$ cat src/rtl/div_ctrl.sv
// div_ctrl: 32-bit restoring radix-2 divider for DIV/DIVU with pipeline annul.
// Optional macro DIV_ZERO_FAST_EN: a zero divisor short-circuits through DIVZERO.
module div_ctrl (
    input  logic        clk,
    input  logic        rstn,
    input  logic        start,
    input  logic        signed_div,
    input  logic [31:0] src1,
    input  logic [31:0] src2,
    input  logic        annul,
    output logic        stall_req,
    output logic        busy,
    output logic        ready,
    output logic        whilo_out,
    output logic [31:0] lo_out,
    output logic [31:0] hi_out
);
    localparam int unsigned DW = 32;
    localparam int unsigned CW = 6;
    localparam logic [CW-1:0] LAST_CNT = CW'(DW - 1);

`ifdef DIV_ZERO_FAST_EN
    typedef enum logic [1:0] {
        IDLE    = 2'd0,
        BUSY    = 2'd1,
        DONE    = 2'd2,
        DIVZERO = 2'd3
    } state_t;
`else
    typedef enum logic [1:0] {
        IDLE = 2'd0,
        BUSY = 2'd1,
        DONE = 2'd2
    } state_t;
`endif

    state_t        state;
    state_t        next_state;
    logic [CW-1:0] cnt;
    logic [DW-1:0] dvd_r;      // dividend shifting out, quotient shifting in
    logic [DW-1:0] dvs_r;
    logic [DW-1:0] rem_r;
    logic          q_neg_r;
    logic          r_neg_r;

    logic [DW:0]   part;
    logic [DW:0]   diff;
    logic [DW-1:0] q_next;
    logic [DW-1:0] r_next;
    logic [DW-1:0] abs1;
    logic [DW-1:0] abs2;
    logic          launch;
    logic          zero_div;

    // One restoring step: borrow out of bit 32 means the trial subtract failed
    always_comb begin
        part   = {rem_r, dvd_r[DW-1]};
        diff   = part - {1'b0, dvs_r};
        q_next = {dvd_r[DW-2:0], ~diff[DW]};
        r_next = diff[DW] ? part[DW-1:0] : diff[DW-1:0];
    end

    always_comb begin
        abs1     = (signed_div && src1[DW-1]) ? -src1 : src1;
        abs2     = (signed_div && src2[DW-1]) ? -src2 : src2;
        launch   = (state == IDLE) && start && !annul;
`ifdef DIV_ZERO_FAST_EN
        zero_div = (src2 == '0);
`else
        zero_div = 1'b0;
`endif
    end

    // State register
    always_ff @(posedge clk or negedge rstn) begin
        if (!rstn) begin
            state <= IDLE;
        end else begin
            state <= next_state;
        end
    end

    // Next state and control outputs; annul wins over start and completion
    always_comb begin
        next_state = state;
        stall_req  = 1'b0;
        busy       = 1'b0;
        ready      = 1'b0;
        whilo_out  = 1'b0;
        case (state)
            IDLE: begin
                stall_req = rstn && start;
                if (launch) begin
`ifdef DIV_ZERO_FAST_EN
                    next_state = zero_div ? DIVZERO : BUSY;
`else
                    next_state = BUSY;
`endif
                end
            end
`ifdef DIV_ZERO_FAST_EN
            DIVZERO: begin
                stall_req  = 1'b1;
                busy       = 1'b1;
                next_state = annul ? IDLE : DONE;
            end
`endif
            BUSY: begin
                stall_req = 1'b1;
                busy      = 1'b1;
                if (annul) begin
                    next_state = IDLE;
                end else if (cnt == LAST_CNT) begin
                    next_state = DONE;
                end
            end
            DONE: begin
                busy       = 1'b1;
                ready      = 1'b1;
                whilo_out  = 1'b1;
                next_state = IDLE;
            end
            default: next_state = IDLE;
        endcase
    end

    // Datapath: operand latch, iteration, and result capture on DONE entry
    always_ff @(posedge clk or negedge rstn) begin
        if (!rstn) begin
            cnt     <= '0;
            dvd_r   <= '0;
            dvs_r   <= '0;
            rem_r   <= '0;
            q_neg_r <= 1'b0;
            r_neg_r <= 1'b0;
            lo_out  <= '0;
            hi_out  <= '0;
        end else begin
            case (state)
                IDLE: begin
                    if (launch) begin
                        cnt     <= '0;
                        rem_r   <= '0;
                        dvs_r   <= abs2;
                        dvd_r   <= zero_div ? src1 : abs1;
                        q_neg_r <= signed_div && (src1[DW-1] ^ src2[DW-1]);
                        r_neg_r <= signed_div && src1[DW-1];
                    end
                end
`ifdef DIV_ZERO_FAST_EN
                DIVZERO: begin
                    if (!annul) begin
                        lo_out <= '1;
                        hi_out <= dvd_r;
                    end
                end
`endif
                BUSY: begin
                    dvd_r <= q_next;
                    rem_r <= r_next;
                    cnt   <= cnt + CW'(1);
                    if ((cnt == LAST_CNT) && !annul) begin
                        lo_out <= q_neg_r ? -q_next : q_next;
                        hi_out <= r_neg_r ? -r_next : r_next;
                    end
                end
                default: ;
            endcase
        end
    end

endmodule

$ cat config.mk
export PLATFORM = sky130hd
export DESIGN_NAME = div_ctrl
export DESIGN_NICKNAME = d
export VERILOG_FILES = /design/src/rtl/div_ctrl.sv
export SDC_FILE = /design/constraint.sdc
export NUM_CORES = 1
export LEC_CHECK = 0
export ABC_AREA = 1
export CORE_ASPECT_RATIO = 0.9
export CORE_MARGIN = 1.5
export CORE_UTILIZATION = 39
export CTS_CLUSTER_SIZE = 16
export DETAILED_ROUTE_END_ITERATION = 10
export PLACE_DENSITY = 0.62
export SLEW_MARGIN = 20
export SYNTH_ARGS = -nofsm -noshare
export SYNTH_HDL_FRONTEND = slang
export SYNTH_SLANG_ARGS = --single-unit
$ cat constraint.sdc
create_clock -name clk -period 8.22 [get_ports clk]
set_clock_uncertainty 0.05 [all_clocks]
set_input_delay 1.644 -clock clk [delete_from_list [all_inputs] [get_ports clk]]
set_output_delay 1.644 -clock clk [all_outputs]
set_load 0.05 [all_outputs]
==> results.md <==
Status:
- The flow ran to the end, and the final reports show no timing, DRC or antenna violations.

Clocking:
- After clock tree synthesis, the flow added hold-fix buffers numbering 0.
- The clock insertion delay at the later pin of the skew report is 450 ps.
- The CTS root buffer is sky130_fd_sc_hd__clkbuf_16.
- The clock tree from TritonCTS is done.
- The number of clock buffers inserted by TritonCTS is 17.
- Once the clock tree was built, the resizer swapped 0 gates to a different size.
- The clock drives 170 sinks.
- The maximum clock insertion buffer count is 2.
- The deepest level of the CTS H-tree is 4.
- The number of setup buffers added after CTS is 0.
- The clock slew seen by the registers of the worst setup and hold paths is 70 ps.

Synth:
- The count of warnings emitted by yosys is 0.
- The predominant post-synthesis flop cell is sky130_fd_sc_hd__dfrtp_1.
- In the post-synthesis netlist, the biggest area contributors are sky130_fd_sc_hd__dfrtp_1 34%, sky130_fd_sc_hd__nand2_1 18%, sky130_fd_sc_hd__inv_1 6.8%.
- The post-synthesis register bit count is 170.
- The synthesized netlist cell count is 1871.
- The post-synthesis cell area is 12600 um2.
- The async set-or-reset flop fraction in the synthesized netlist is 100%.
- The post-synthesis sequential area ratio is 33.7%.
- Summed over its instances, the top area cell type makes up 33.7% of the synthesized netlist area.
- By instance count, the leading cell after synthesis is sky130_fd_sc_hd__nand2_1.
- Each instance of the synthesized netlist takes up on average 6.75 um2.
- Counting every net in the synthesized netlist gives 1981.
- The count of distinct cell types in the synthesized netlist is 53.
- Counting instances in the post-synthesis netlist gives the leading cell types as 610 x sky130_fd_sc_hd__nand2_1, 227 x sky130_fd_sc_hd__inv_1, 170 x sky130_fd_sc_hd__dfrtp_1.
- The biggest area contributor in the post-synthesis netlist is sky130_fd_sc_hd__dfrtp_1.
- The number of synthesized flops with an enable pin is 0.

Setup path:
- Data on the critical path arrives at its endpoint at 3290 ps.
- STA classifies the critical path endpoint as an output port.
- The critical path goes through buf_6 > nand3_1 > nand2_1 > clkdlybuf4s50_1.
- In this run the worst path has a maximum fanout of 72.
- Among all stages on the critical path, the largest delay is contributed by sky130_fd_sc_hd__clkdlybuf4s50_1.
- The critical path contains buffers and inverters numbering 2 combined.
- The family of cells with the greatest summed delay on the critical path is buffers and inverters.
- The critical path data required time is 6530 ps.
- The origin of the worst setup path is rstn.
- The delay of the slowest critical-path stage is 810 ps.
- The worst setup path category is primary input to output port.
- Counting cells, the worst reg-to-reg path comes to 27.
- The depth of the critical timing path with buffers and inverters included is 4.
- The startpoint of the worst-slack reg-to-reg timing path is dvd_r[31].
- The launching element type of the critical path is a primary input.

Worst hold path:
- The number of cells on the worst hold path is 2.
- The startpoint identified for the worst hold timing path is lo_out[23].
- The path class of the lowest-slack min-delay path is flip-flop to flip-flop.

Route:
- The number of vias in the routed layout is 12400.
- Summed over all layers, the routed wires come to 40200 um.
- The number of detailed-route iterations in the first pass is 6.
- The number of nets with antenna violations after routing is 0.
- The average detailed-routed wire length per instance is 16.7 um.
- Using the TritonRoute via totals, the vias-per-cell ratio works out to 5.14.
- After detailed routing, the number of remaining DRC violations is 0.
- The violation count after the first detailed-route iteration is 1243.

Global route:
- The total congestion overflow after global routing is 0.
- Global routing used 24.8% of the available tracks across all layers.
- Entering global routing, the biggest net connects 102 pins.
- For met2 alone, demand over resource in global routing was 33.5%.
- The layer flagged by global routing as most heavily used is met1.
- The number of global-route vias before repair came to 11600.
- The initial antenna violation count is 0.
- The met1 layer usage reported by global route is 39.5%.
- The global-route track usage on met3 is 5.26%.
- The first global-routing pass estimated 64100 um of wire.

STA:
- Setup repair after global routing left no endpoint under its margin.
- The summed negative setup slack over all endpoints is 0 ps.
- Timing would allow up to 0.201 GHz.
- The worst slack on hold paths is 434 ps.
- Setup violations remaining at the end of the flow were counted as 0.
- The final critical path time including I/O delays and setup is 4980 ps.
- The actual transition at the worst max-transition pin is 1030 ps.
- Headroom to the max-slew limit came out at 30.9%.
- Dividing the final minimum period by the clock period gives 60.6%.
- The max-slew violation count came to 0.
- The final number of hold-violating endpoints was 0.

Placement:
- The final weighted congestion in routability-driven placement is 0.969.
- The instance area after placement is 14300 um2.
- The number of port buffers is 136.
- Detailed placement finished with a half-perimeter wire length of 31500 um.

Die:
- The initial standard-cell utilization of the core is 39.6%.
- The core region is 31900 um2.
- The number of top-level design ports is 137.
- The number of cell rows is 62.
- The die covers 33500 um2.
- In this run the vertical extent of the chip is 174 um.
- The die is 193 um wide.

Finish:
- Relative to the synthesized area, the layout overhead comes to 18.3%.
- For this run, the share of the core covered by cells in the final layout is 46.8%.
- The fraction of layout instances using a drive strength above 1 is 5.37%.
- The final layout contains 2088 nets.
- The post-route standard cell area excluding fillers is 14900 um2.
- The number of antenna diodes is 0.

Run:
- Max-cap violations in this run came to 0.
[cell usage in the layout (no fill, tap or decap), types with 6 or more instances in the layout]
master	n
sky130_fd_sc_hd__nor2_2	8
sky130_fd_sc_hd__or2_2	7
sky130_fd_sc_hd__o31ai_1	7
sky130_fd_sc_hd__inv_1	227
sky130_fd_sc_hd__dfrtp_1	169
sky130_fd_sc_hd__buf_4	8
sky130_fd_sc_hd__nand3_1	126
sky130_fd_sc_hd__nand2_1	609
sky130_fd_sc_hd__o21ai_0	120
sky130_fd_sc_hd__xnor2_1	23
sky130_fd_sc_hd__o221ai_1	22
sky130_fd_sc_hd__nor3_1	26
sky130_fd_sc_hd__o21ai_2	6
sky130_fd_sc_hd__o21ai_1	11
sky130_fd_sc_hd__a21oi_1	43
sky130_fd_sc_hd__clkdlybuf4s50_1	135
sky130_fd_sc_hd__inv_6	9
sky130_fd_sc_hd__nand4_1	27
sky130_fd_sc_hd__nor2_1	160
sky130_fd_sc_hd__o22ai_1	22
sky130_fd_sc_hd__clkbuf_16	17
sky130_fd_sc_hd__ha_1	40
sky130_fd_sc_hd__xor2_1	79
sky130_fd_sc_hd__nand2_2	21
sky130_fd_sc_hd__nor4_1	8
[metal layers]
| layer | up-vias | part of all wire, % |
|---|---|---|
| li1 | 6232 | - |
| met1 | 5713 | 52 |
| met2 | 406 | 40 |
| met3 | 33 | 7.6 |
| met4 | 0 | 1.3 |
| met5 | - | 0 |
[registers in the layout, summed over array words and instances, names as in the netlist]
| name | count |
|---|---|
| hi_out | 32 |
| cnt | 6 |
| r_neg_r | 1 |
| q_neg_r | 1 |
| lo_out | 32 |
| dvs_r | 32 |
| dvd_r | 32 |
| state | 2 |
| rem_r | 32 |
[tightest hold or removal path: cells and delay by family, from the launching register on]
kind | cells | cell delay (ps)
DFF | 1 | 340
and+or+nand+nor | 2 | 110
[cells by family after synthesis]
family / count (synthesis) / synth area share [%]
xor+xnor: 102 / 7.08
flops: 170 / 33.7
buf+inv: 291 / 9.06
fa+ha+maj: 41 / 4.12
compound gates: 254 / 11.8
simple gates: 1013 / 34.2
[worst paths after layout]
path	end	slack, ps
setup / recovery	stall_req	3240
hold / removal	lo_out[23]	430
setup reg to reg	lo_out[28]	3860
hold reg to reg	lo_out[23]	430
max in group asynchronous	lo_out[4]	5640
min in group asynchronous	dvs_r[31]	1140
[stage by stage]
stage | setup WS, ps | instances
6_report | 3240 | 2407
5_1_grt | 3090 | 2407
4_1_cts | 3210 | 2407
3_5_place_dp | 3220 | 2375
3_3_place_gp | 3210 | 2375
2_1_floorplan | 4480 | 1871
[area by class of cell]
class	count	area, um2
fill	3289	17000
sequential	170	4260
multi-input combinational	1410	7230
inverter	235	882
clock buffer	17	425
tap	416	520
clock inverter	15	196
timing repair buffer	144	1420
Power is left out: the tool's default activity adds up to more than one toggle a clock period on the data nets, which glitch-free logic cannot reach.
